$ cat src/rtl/can_mc_bus_master_if.sv
// can_mc_bus_master_if
//   Bundles the register-bus initiator's two handshakes and its chip-select bus.
//   Signal names keep the i_/o_ prefixes as seen from can_mc_bus_master.
//   Request  : i_req_valid, o_req_ready, i_req_addr[5:0], i_req_r_neg_w, i_req_wdata[31:0]
//   Response : o_rsp_valid, i_rsp_ready, o_rsp_rdata[31:0], o_rsp_error, o_rsp_timeout
//   Bus      : o_cs, o_r_neg_w, o_addr[5:0], o_bus_data[31:0], i_reg_data[31:0], i_ack, i_error
//   Modports : master = bus initiator (can_mc_bus_master)
//              slave  = everything around it (host command path plus responder)
interface can_mc_bus_master_if;
    logic        i_req_valid;
    logic        o_req_ready;
    logic [5:0]  i_req_addr;
    logic        i_req_r_neg_w;
    logic [31:0] i_req_wdata;

    logic        o_rsp_valid;
    logic        i_rsp_ready;
    logic [31:0] o_rsp_rdata;
    logic        o_rsp_error;
    logic        o_rsp_timeout;

    logic        o_cs;
    logic        o_r_neg_w;
    logic [5:0]  o_addr;
    logic [31:0] o_bus_data;
    logic [31:0] i_reg_data;
    logic        i_ack;
    logic        i_error;

    modport master (
        input  i_req_valid, i_req_addr, i_req_r_neg_w, i_req_wdata,
        output o_req_ready,
        input  i_rsp_ready,
        output o_rsp_valid, o_rsp_rdata, o_rsp_error, o_rsp_timeout,
        output o_cs, o_r_neg_w, o_addr, o_bus_data,
        input  i_reg_data, i_ack, i_error
    );

    modport slave (
        output i_req_valid, i_req_addr, i_req_r_neg_w, i_req_wdata,
        input  o_req_ready,
        output i_rsp_ready,
        input  o_rsp_valid, o_rsp_rdata, o_rsp_error, o_rsp_timeout,
        input  o_cs, o_r_neg_w, o_addr, o_bus_data,
        output i_reg_data, i_ack, i_error
    );
endinterface

$ cat src/rtl/can_mc_bus_master.sv
// can_mc_bus_master
//   Bus initiator for the CAN controller's microcontroller register interface.
//   It takes one register read/write request at a time, runs a chip-select
//   bus cycle until the responder acks (or a timeout expires), and returns
//   the read data and status on a response handshake.
//
//   Ports:
//     i_sys_clk  - system clock
//     i_reset    - asynchronous, active-high reset
//     bus        - can_mc_bus_master_if.master (request, response, chip-select bus)
//
//   Parameters:
//     TIMEOUT_CYCLES - cycles o_cs stays high without i_ack before a timeout (2..255)
//     ADDR_MAX       - highest legal register address
//
//   Optional feature macro: CAN_MC_MASTER_RETRY_EN
//     When defined, the first timeout drops o_cs for one cycle (RETRY) and
//     re-runs the same bus cycle once; only a second timeout is reported.
//
//   Every output is a flop, so there is no combinational path from i_ack
//   (or any other input) to the bus or the response.
module can_mc_bus_master #(
    parameter int TIMEOUT_CYCLES = 16,
    parameter int ADDR_MAX       = 30
) (
    input  logic                  i_sys_clk,
    input  logic                  i_reset,
    can_mc_bus_master_if.master   bus
);

    localparam logic [7:0] TO_LAST    = 8'(TIMEOUT_CYCLES - 1);
    localparam logic [5:0] ADDR_MAX_L = 6'(ADDR_MAX);

    typedef enum logic [1:0] {
        ST_IDLE,
        ST_BUS,
        ST_RSP
`ifdef CAN_MC_MASTER_RETRY_EN
        , ST_RETRY
`endif
    } state_t;

    state_t      state_q, state_d;
    logic [7:0]  cnt_q, cnt_d;
    logic        req_ready_q, req_ready_d;
    logic        cs_q, cs_d;
    logic        r_neg_w_q, r_neg_w_d;
    logic [5:0]  addr_q, addr_d;
    logic [31:0] bus_data_q, bus_data_d;
    logic        rsp_valid_q, rsp_valid_d;
    logic [31:0] rsp_rdata_q, rsp_rdata_d;
    logic        rsp_error_q, rsp_error_d;
    logic        rsp_timeout_q, rsp_timeout_d;
`ifdef CAN_MC_MASTER_RETRY_EN
    logic        retried_q, retried_d;
`endif

    always_ff @(posedge i_sys_clk or posedge i_reset) begin
        if (i_reset) begin
            state_q       <= ST_IDLE;
            cnt_q         <= '0;
            req_ready_q   <= 1'b0;
            cs_q          <= 1'b0;
            r_neg_w_q     <= 1'b0;
            addr_q        <= '0;
            bus_data_q    <= '0;
            rsp_valid_q   <= 1'b0;
            rsp_rdata_q   <= '0;
            rsp_error_q   <= 1'b0;
            rsp_timeout_q <= 1'b0;
`ifdef CAN_MC_MASTER_RETRY_EN
            retried_q     <= 1'b0;
`endif
        end else begin
            state_q       <= state_d;
            cnt_q         <= cnt_d;
            req_ready_q   <= req_ready_d;
            cs_q          <= cs_d;
            r_neg_w_q     <= r_neg_w_d;
            addr_q        <= addr_d;
            bus_data_q    <= bus_data_d;
            rsp_valid_q   <= rsp_valid_d;
            rsp_rdata_q   <= rsp_rdata_d;
            rsp_error_q   <= rsp_error_d;
            rsp_timeout_q <= rsp_timeout_d;
`ifdef CAN_MC_MASTER_RETRY_EN
            retried_q     <= retried_d;
`endif
        end
    end

    always_comb begin
        state_d       = state_q;
        cnt_d         = cnt_q;
        req_ready_d   = req_ready_q;
        cs_d          = cs_q;
        r_neg_w_d     = r_neg_w_q;
        addr_d        = addr_q;
        bus_data_d    = bus_data_q;
        rsp_valid_d   = rsp_valid_q;
        rsp_rdata_d   = rsp_rdata_q;
        rsp_error_d   = rsp_error_q;
        rsp_timeout_d = rsp_timeout_q;
`ifdef CAN_MC_MASTER_RETRY_EN
        retried_d     = retried_q;
`endif

        case (state_q)
            ST_IDLE: begin
                // Ready rises one cycle after reset release and after each
                // response handshake.
                req_ready_d = 1'b1;
                if (bus.i_req_valid && req_ready_q) begin
                    req_ready_d = 1'b0;
                    if (bus.i_req_addr > ADDR_MAX_L) begin
                        // Illegal address: answer straight away, bus registers
                        // keep their previous values since no cycle is run.
                        state_d       = ST_RSP;
                        rsp_valid_d   = 1'b1;
                        rsp_error_d   = 1'b1;
                        rsp_timeout_d = 1'b0;
                        rsp_rdata_d   = '0;
                    end else begin
                        // Bus registers are loaded only when a bus cycle starts,
                        // so they hold the last transaction's values otherwise.
                        state_d    = ST_BUS;
                        cs_d       = 1'b1;
                        cnt_d      = '0;
                        addr_d     = bus.i_req_addr;
                        r_neg_w_d  = bus.i_req_r_neg_w;
                        bus_data_d = bus.i_req_r_neg_w ? 32'd0 : bus.i_req_wdata;
`ifdef CAN_MC_MASTER_RETRY_EN
                        retried_d  = 1'b0;
`endif
                    end
                end
            end

            ST_BUS: begin
                cnt_d = cnt_q + 8'd1;
                // Ack is checked first so it wins over a same-cycle timeout.
                if (bus.i_ack) begin
                    state_d       = ST_RSP;
                    cs_d          = 1'b0;
                    cnt_d         = '0;
                    rsp_valid_d   = 1'b1;
                    rsp_error_d   = bus.i_error;
                    rsp_timeout_d = 1'b0;
                    rsp_rdata_d   = (r_neg_w_q && !bus.i_error) ? bus.i_reg_data : 32'd0;
                end else if (cnt_q == TO_LAST) begin
                    cs_d  = 1'b0;
                    cnt_d = '0;
`ifdef CAN_MC_MASTER_RETRY_EN
                    if (!retried_q) begin
                        state_d   = ST_RETRY;
                        retried_d = 1'b1;
                    end else begin
                        state_d       = ST_RSP;
                        rsp_valid_d   = 1'b1;
                        rsp_error_d   = 1'b1;
                        rsp_timeout_d = 1'b1;
                        rsp_rdata_d   = '0;
                    end
`else
                    state_d       = ST_RSP;
                    rsp_valid_d   = 1'b1;
                    rsp_error_d   = 1'b1;
                    rsp_timeout_d = 1'b1;
                    rsp_rdata_d   = '0;
`endif
                end
            end

            ST_RSP: begin
                if (bus.i_rsp_ready) begin
                    state_d     = ST_IDLE;
                    rsp_valid_d = 1'b0;
                    req_ready_d = 1'b1;
                end
            end

`ifdef CAN_MC_MASTER_RETRY_EN
            // One cs-low cycle so the responder drops its enables, then the
            // same captured request goes out again.
            ST_RETRY: begin
                state_d = ST_BUS;
                cs_d    = 1'b1;
                cnt_d   = '0;
            end
`endif

            default: begin
                state_d     = ST_IDLE;
                cs_d        = 1'b0;
                rsp_valid_d = 1'b0;
                req_ready_d = 1'b0;
            end
        endcase
    end

    assign bus.o_req_ready   = req_ready_q;
    assign bus.o_cs          = cs_q;
    assign bus.o_r_neg_w     = r_neg_w_q;
    assign bus.o_addr        = addr_q;
    assign bus.o_bus_data    = bus_data_q;
    assign bus.o_rsp_valid   = rsp_valid_q;
    assign bus.o_rsp_rdata   = rsp_rdata_q;
    assign bus.o_rsp_error   = rsp_error_q;
    assign bus.o_rsp_timeout = rsp_timeout_q;

endmodule
$ cat src/flat_wrapper.sv
// flat-port wrapper written by rule: the top's interface ports become plain ports
module can_mc_bus_master_flat 
#(
    parameter int TIMEOUT_CYCLES = 16,
    parameter int ADDR_MAX       = 30
)
  (i_sys_clk, i_reset, bus_i_req_valid, bus_i_req_addr, bus_i_req_r_neg_w, bus_i_req_wdata, bus_o_req_ready, bus_i_rsp_ready, bus_o_rsp_valid, bus_o_rsp_rdata, bus_o_rsp_error, bus_o_rsp_timeout, bus_o_cs, bus_o_r_neg_w, bus_o_addr, bus_o_bus_data, bus_i_reg_data, bus_i_ack, bus_i_error);
  can_mc_bus_master_if bus_i ();
  input  logic i_sys_clk;
  input  logic i_reset;
  input wire logic [$bits(bus_i.i_req_valid)-1:0] bus_i_req_valid;
  input wire logic [$bits(bus_i.i_req_addr)-1:0] bus_i_req_addr;
  input wire logic [$bits(bus_i.i_req_r_neg_w)-1:0] bus_i_req_r_neg_w;
  input wire logic [$bits(bus_i.i_req_wdata)-1:0] bus_i_req_wdata;
  output wire logic [$bits(bus_i.o_req_ready)-1:0] bus_o_req_ready;
  input wire logic [$bits(bus_i.i_rsp_ready)-1:0] bus_i_rsp_ready;
  output wire logic [$bits(bus_i.o_rsp_valid)-1:0] bus_o_rsp_valid;
  output wire logic [$bits(bus_i.o_rsp_rdata)-1:0] bus_o_rsp_rdata;
  output wire logic [$bits(bus_i.o_rsp_error)-1:0] bus_o_rsp_error;
  output wire logic [$bits(bus_i.o_rsp_timeout)-1:0] bus_o_rsp_timeout;
  output wire logic [$bits(bus_i.o_cs)-1:0] bus_o_cs;
  output wire logic [$bits(bus_i.o_r_neg_w)-1:0] bus_o_r_neg_w;
  output wire logic [$bits(bus_i.o_addr)-1:0] bus_o_addr;
  output wire logic [$bits(bus_i.o_bus_data)-1:0] bus_o_bus_data;
  input wire logic [$bits(bus_i.i_reg_data)-1:0] bus_i_reg_data;
  input wire logic [$bits(bus_i.i_ack)-1:0] bus_i_ack;
  input wire logic [$bits(bus_i.i_error)-1:0] bus_i_error;
  assign bus_i.i_req_valid = bus_i_req_valid;
  assign bus_i.i_req_addr = bus_i_req_addr;
  assign bus_i.i_req_r_neg_w = bus_i_req_r_neg_w;
  assign bus_i.i_req_wdata = bus_i_req_wdata;
  assign bus_o_req_ready = bus_i.o_req_ready;
  assign bus_i.i_rsp_ready = bus_i_rsp_ready;
  assign bus_o_rsp_valid = bus_i.o_rsp_valid;
  assign bus_o_rsp_rdata = bus_i.o_rsp_rdata;
  assign bus_o_rsp_error = bus_i.o_rsp_error;
  assign bus_o_rsp_timeout = bus_i.o_rsp_timeout;
  assign bus_o_cs = bus_i.o_cs;
  assign bus_o_r_neg_w = bus_i.o_r_neg_w;
  assign bus_o_addr = bus_i.o_addr;
  assign bus_o_bus_data = bus_i.o_bus_data;
  assign bus_i.i_reg_data = bus_i_reg_data;
  assign bus_i.i_ack = bus_i_ack;
  assign bus_i.i_error = bus_i_error;
  can_mc_bus_master #(.TIMEOUT_CYCLES(TIMEOUT_CYCLES), .ADDR_MAX(ADDR_MAX)) u_core (.i_sys_clk(i_sys_clk), .i_reset(i_reset), .bus(bus_i));
endmodule
$ cat config.mk
export PLATFORM = sky130hd
export DESIGN_NAME = can_mc_bus_master_flat
export DESIGN_NICKNAME = d
export VERILOG_FILES = /design/src/rtl/can_mc_bus_master_if.sv /design/src/rtl/can_mc_bus_master.sv /design/src/flat_wrapper.sv
export SDC_FILE = /design/constraint.sdc
export NUM_CORES = 1
export LEC_CHECK = 0
export CORE_ASPECT_RATIO = 0.7
export CORE_MARGIN = 8
export CORE_UTILIZATION = 42
export CTS_CLUSTER_SIZE = 28
export DETAILED_ROUTE_END_ITERATION = 16
export GPL_ROUTABILITY_DRIVEN = 0
export PLACE_DENSITY = 0.8
export SYNTH_ARGS = -nofsm -noshare
export SYNTH_HDL_FRONTEND = slang
export SYNTH_SLANG_ARGS = --single-unit
$ cat constraint.sdc
create_clock -name i_sys_clk -period 3.3 [get_ports i_sys_clk]
set_input_delay 0.495 -clock i_sys_clk [delete_from_list [all_inputs] [get_ports i_sys_clk]]
set_output_delay 0.495 -clock i_sys_clk [all_outputs]
set_load 0.005 [all_outputs]
== Word-level counts from Yosys, hierarchy flattened ==
Index checks and enable logic that the tools add are counted.
Word-level totals
  flip-flop bits (word level): 86
  input bits: 77
  logic and storage cells: 74
Cells by class
  add/sub/neg operators: 1
  $lt $le $gt $ge: 1
  eq/ne operators: 8
  muxes and demuxes: 38
  bitwise gates (word level): 3
  reduce and logical (&&, ||, !) cells: 12
Operators by type and width (count)
  2-to-1 mux 32 bit: 6
  one-hot mux 32 bit (2 select lines): 1
  2-to-1 mux 8 bit: 4
  one-hot mux 8 bit (2 select lines): 1
  2-to-1 mux 1 bit: 15
  AND reduction 4 bit: 3
  2-to-1 mux 2 bit: 5
  one-hot mux 1 bit (3 select lines): 3
  AND reduction 3 bit: 3
  adder 8 x 1 -> 8 bit (second input constant): 1
  equality test 8 x 4 -> 1 bit (second input constant): 1
  > comparator 6 x 5 -> 1 bit (second input constant): 1
  one-hot mux 2 bit (3 select lines): 1
  != test 2 x 1 -> 1 bit (second input constant): 2
  != test 2 bit (second input constant): 2
  one-hot mux 1 bit (2 select lines): 2
  != test 3 x 2 -> 1 bit (second input constant): 1
  NOT 1 bit: 3
  equality test 2 x 1 -> 1 bit (second input constant): 1
  equality test 2 bit (second input constant): 1
  logical AND 1 bit: 2
  zero test 2 bit: 1
  AND reduction 2 bit: 1
  nonzero test 2 bit: 1
  zero test 1 bit: 1

== Depth between registers and ports, before layout ==
  word-level depth: 5
  depth in mapped cells: 6
  gate-level depth less buffers: 5

== Worst setup path after synthesis ==
OpenSTA, ideal clock, no wires.
  kind: register to register
  start point: register u_core.cnt_q[4]
  end point: register u_core.rsp_rdata_q[10], in the netlist u_core.bus.o_rsp_rdata[10]
  setup time: 0.121 ns
  arrival time: 1.683 ns
  required time: 3.179 ns
  setup slack: 1.496 ns
  stages on the path, launching flop included: 6
  clock period less this slack: 1.804 ns
  cell sequence: dfrtp_1 -> or4_4 -> o21ai_4 -> o311ai_4 -> buf_6 -> a22o_1
On the way
  word-level cells in the longest chain between the ends: 3
Ends and longest elaborated chain
  start: declaration: line can_mc_bus_master.sv:44  | logic [7:0] cnt_q, cnt_d;
  start signal: assignment: line can_mc_bus_master.sv:76  | cnt_q <= cnt_d;
  equality test 8 x 4 -> 1 bit: line can_mc_bus_master.sv:150  | end else if (cnt_q == TO_LAST) begin
  != test 3 x 2 -> 1 bit (no line)
  AND reduction 4 bit (no line)
  end signal: assignment: line can_mc_bus_master.sv:83  | rsp_rdata_q <= rsp_rdata_d;
  end: declaration: line can_mc_bus_master.sv:51  | logic [31:0] rsp_rdata_q, rsp_rdata_d;
No other way between the ends.
A chain may end at the register's enable or synchronous reset.

== Final worst setup path ==
  start point: input port bus_i_ack
  end point: register u_core.rsp_rdata_q[30], in the netlist u_core.bus.o_rsp_rdata[30]
On the way
  word-level cells in the longest chain between the ends: 2
  elaborated cells between the ends (all ways): 4
  classes of those cells: 1 x eq/ne; 2 x mux; 1 x reduce/logical
Ends and longest elaborated chain
  start: declaration: line flat_wrapper.sv:26  | input wire logic [$bits(bus_i.i_ack)-1:0] bus_i_ack;
  != test 3 x 2 -> 1 bit (no line) or 2-to-1 mux 32 bit (tied branches)
  AND reduction 4 bit (no line) or one-hot mux 32 bit (2 select lines) (tied branches)
Parallel ways exist; a longest one is shown, timed or not.

==> run metrics <==
outcome=finished clean; WHS Endpoint=u_core.bus.o_bus_data[8]; Post-Syn Nets=380; worst slew pin tran=1090 ps; Starting Density=0.424; RSZ-0062 raised after global routing=false; skew final=roughly 8.0 ps; GRT Util Overall=0.172; dpl hpwl=roughly 7400 um; HP Class=reg2reg; Reg2Reg Depth=5; Clock Sinks=86; CTS Buf Count=9; worst path cell trace=clkdlybuf4s50_1, nor3b_2, o21ai_4, o311ai_4, buf_4, a22o_1; Buf+Inv Stages, Crit Path=2; Die Area=around 12000 sq um; area grow syn2layout=54.5%; fin crit share=0.665; wire per inst=about 17 um; row count=28; Critical Path RT=3560 ps; FFs w/ async S/R, synth=1.00; Via Count=2784; area leader, netlist=dfrtp_1; layout cells sized above 1=0.0808; final WL=9770 um; r2r setup slk=1130 ps; vias per cell=4.94; Remaining DRCs=0; CP Data Arrival Time=2460 ps; Yosys warnings=0; Pleak=2.38 nW; top cells by count, synth=dfrtp_1, nand2_1, a22o_1, o21ai_0, nand2b_1; delay-heaviest family, CP=buffers and inverters; Reg clk slew, reported paths=70 ps; largest net degree at the start of global routing=34; RR Startpoint=u_core.cnt_q[4]; Synth Instances=302; critical path class=in2reg; CTS resizes=0; clock latency at the later pin of the worst-skew pair=330 ps; CTS H-tree lvls=3; total negative slack=0 ps; Max Cap Violations=0; most used flip-flop cell after synthesis=dfrtp_1; number of antenna violations at the first check in global routing=0; port bufs=152; Final Cell Area=5410 sq um; minimum clock period=2190 ps; Placement Cell Area=5110 sq um; I/O pin count=153; syn avg cell area=11.6 sq um; hold buffers post-CTS=0; Post-synth EDFFs=0; Cell variety after synth=36; top-count cell post-synth=dfrtp_1; clock root buffer=clkbuf_16; DRT iter0 DRCs=115; Peak supply drop=303 uV; # setup viols final=0; TritonRoute pass-1 iters=5; Yosys top cell area share=0.614; Crit path largest cell delay=490 ps; core area=8270 sq um; flops & latches, synth=86; final hold violations=0; startpoint types=input pin; mapped cell area=3500 sq um; CTS tree=done; number of nets in the layout=roughly 530; CTS max path bufs=2; Die Wd=about 130 um; antenna-violating nets left=0; Pins Over Slew Limit=0; setup bufs post-CTS=0; synth top area cells=dfrtp_1, a22o_1, nand2b_1; vias in the first global route=3046; CP max FO=19; # fillers=653; hold path depth=2; Worst Setup End Kind=flip-flop; hold_sp=u_core.bus.o_bus_data[8]; total gr overflow=0; Slowest cell on crit path=nor3b_2; Worst slew margin=0.274; Seq/Total Area, Yosys=0.614; first-pass GRT wire length=16000 um; die height=92.4 um; RR Endpoint=u_core.bus.o_rsp_rdata[30]; FMAX=roughly 0.46 GHz; PD cells=701 nW/um^2; Ant. Diodes=0
-- worst max-delay path by stage --
stage	from	to	slack (ps)	depth (start not counted)
after CTS	u_core.state_q[0]	u_core.bus.o_rsp_rdata[30]	1120	3
after global routing	u_core.state_q[0]	u_core.bus.o_rsp_rdata[30]	950	3
after detailed placement	bus_i_ack	u_core.bus.o_rsp_rdata[19]	790	6
after global placement	bus_i_ack	u_core.bus.o_rsp_rdata[24]	870	6
after floorplan	i_reset	u_core.bus.o_addr[0]	580	1
final	bus_i_ack	u_core.bus.o_rsp_rdata[30]	1110	6
-- area by class of cell --
class                           count  area, sq um  area share
Timing Repair Buffer              158         1570       0.289
Multi-Input combinational cell    191         1230       0.228
Tap cell                          105          131      0.0243
Sequential cell                    86         2150       0.398
Clock buffer                        9          225      0.0416
Clock inverter                      7         77.6      0.0143
Inverter                            7         27.5     0.00509
-- layout by cell type, fill, tap and decap left out, types with 3 or more instances in the layout --
cell type,count
inv_1,6
inv_6,4
clkbuf_16,9
and2_1,3
nand2b_1,34
nor2_1,6
buf_4,6
clkdlybuf4s50_1,152
dfrtp_1,86
o21ai_0,36
a22o_1,37
nand2_1,42
mux2_2,7
-- power breakdown --
| part | total, W | internal, W | switching [W] |
|---|---|---|---|
| sequential | 0.00155 | 0.00135 | 0.000195 |
| clock | 0.00102 | 0.000596 | 0.000427 |
| combinational | 0.00123 | 0.000754 | 0.000473 |
-- through the flow --
step / setup WS, ps / instances / hold WS [ps] / power (W) / utilization
after floorplan: 583 / 302 / 467 / 0.00201 / -
after global placement: 866 / 547 / 462 / 0.00276 / 0.618
after detailed placement: 792 / 547 / 470 / 0.00280 / 0.618
after CTS: 1120 / 563 / 485 / 0.00384 / 0.655
after global routing: 954 / 563 / 507 / 0.00402 / 0.655
final: 1110 / 563 / 481 / 0.00380 / 0.655
-- routing by layer --
layer / GRT usage / vias to the layer above / part of all wire
met5: 0 / - / 0
met4: 0.0636 / 0 / 0.021
met3: 0.0534 / 16 / 0.058
met2: 0.288 / 91 / 0.48
met1: 0.207 / 1331 / 0.44
li1: - / 1346 / -
-- flip-flops by register name (all words and copies together), names as in the netlist --
signal                    count
u_core.bus.o_rsp_rdata       32
u_core.bus.o_bus_data        32
u_core.bus.o_rsp_valid        1
u_core.bus.o_addr             6
u_core.bus.o_rsp_timeout      1
u_core.cnt_q                  8
u_core.bus.o_cs               1
u_core.bus.o_req_ready        1
u_core.bus.o_rsp_error        1
u_core.bus.o_r_neg_w          1
u_core.state_q                2
-- cells by family (layout without fill, tap and decap cells) --
family	after synthesis	after routing	synth area share
AND/OR/NAND/NOR	96	96	0.142
flip-flops	86	86	0.614
AO/OA/AOI/OAI	84	84	0.176
buffers and inverters	25	181	0.0339
multiplexers	7	7	0.0225
XOR/XNOR	3	3	0.00750
adder cells (fa/ha/maj)	1	1	0.00357
-- worst register-to-register path, delay by kind of cell, from the launching register on --
family | cells | cell delay [ps]
AO/OA/AOI/OAI | 3 | 760
buffers and inverters | 1 | 310
flip-flops | 1 | 420
AND/OR/NAND/NOR | 1 | 560
No activity file was read; power rests on OpenSTA's default activity.
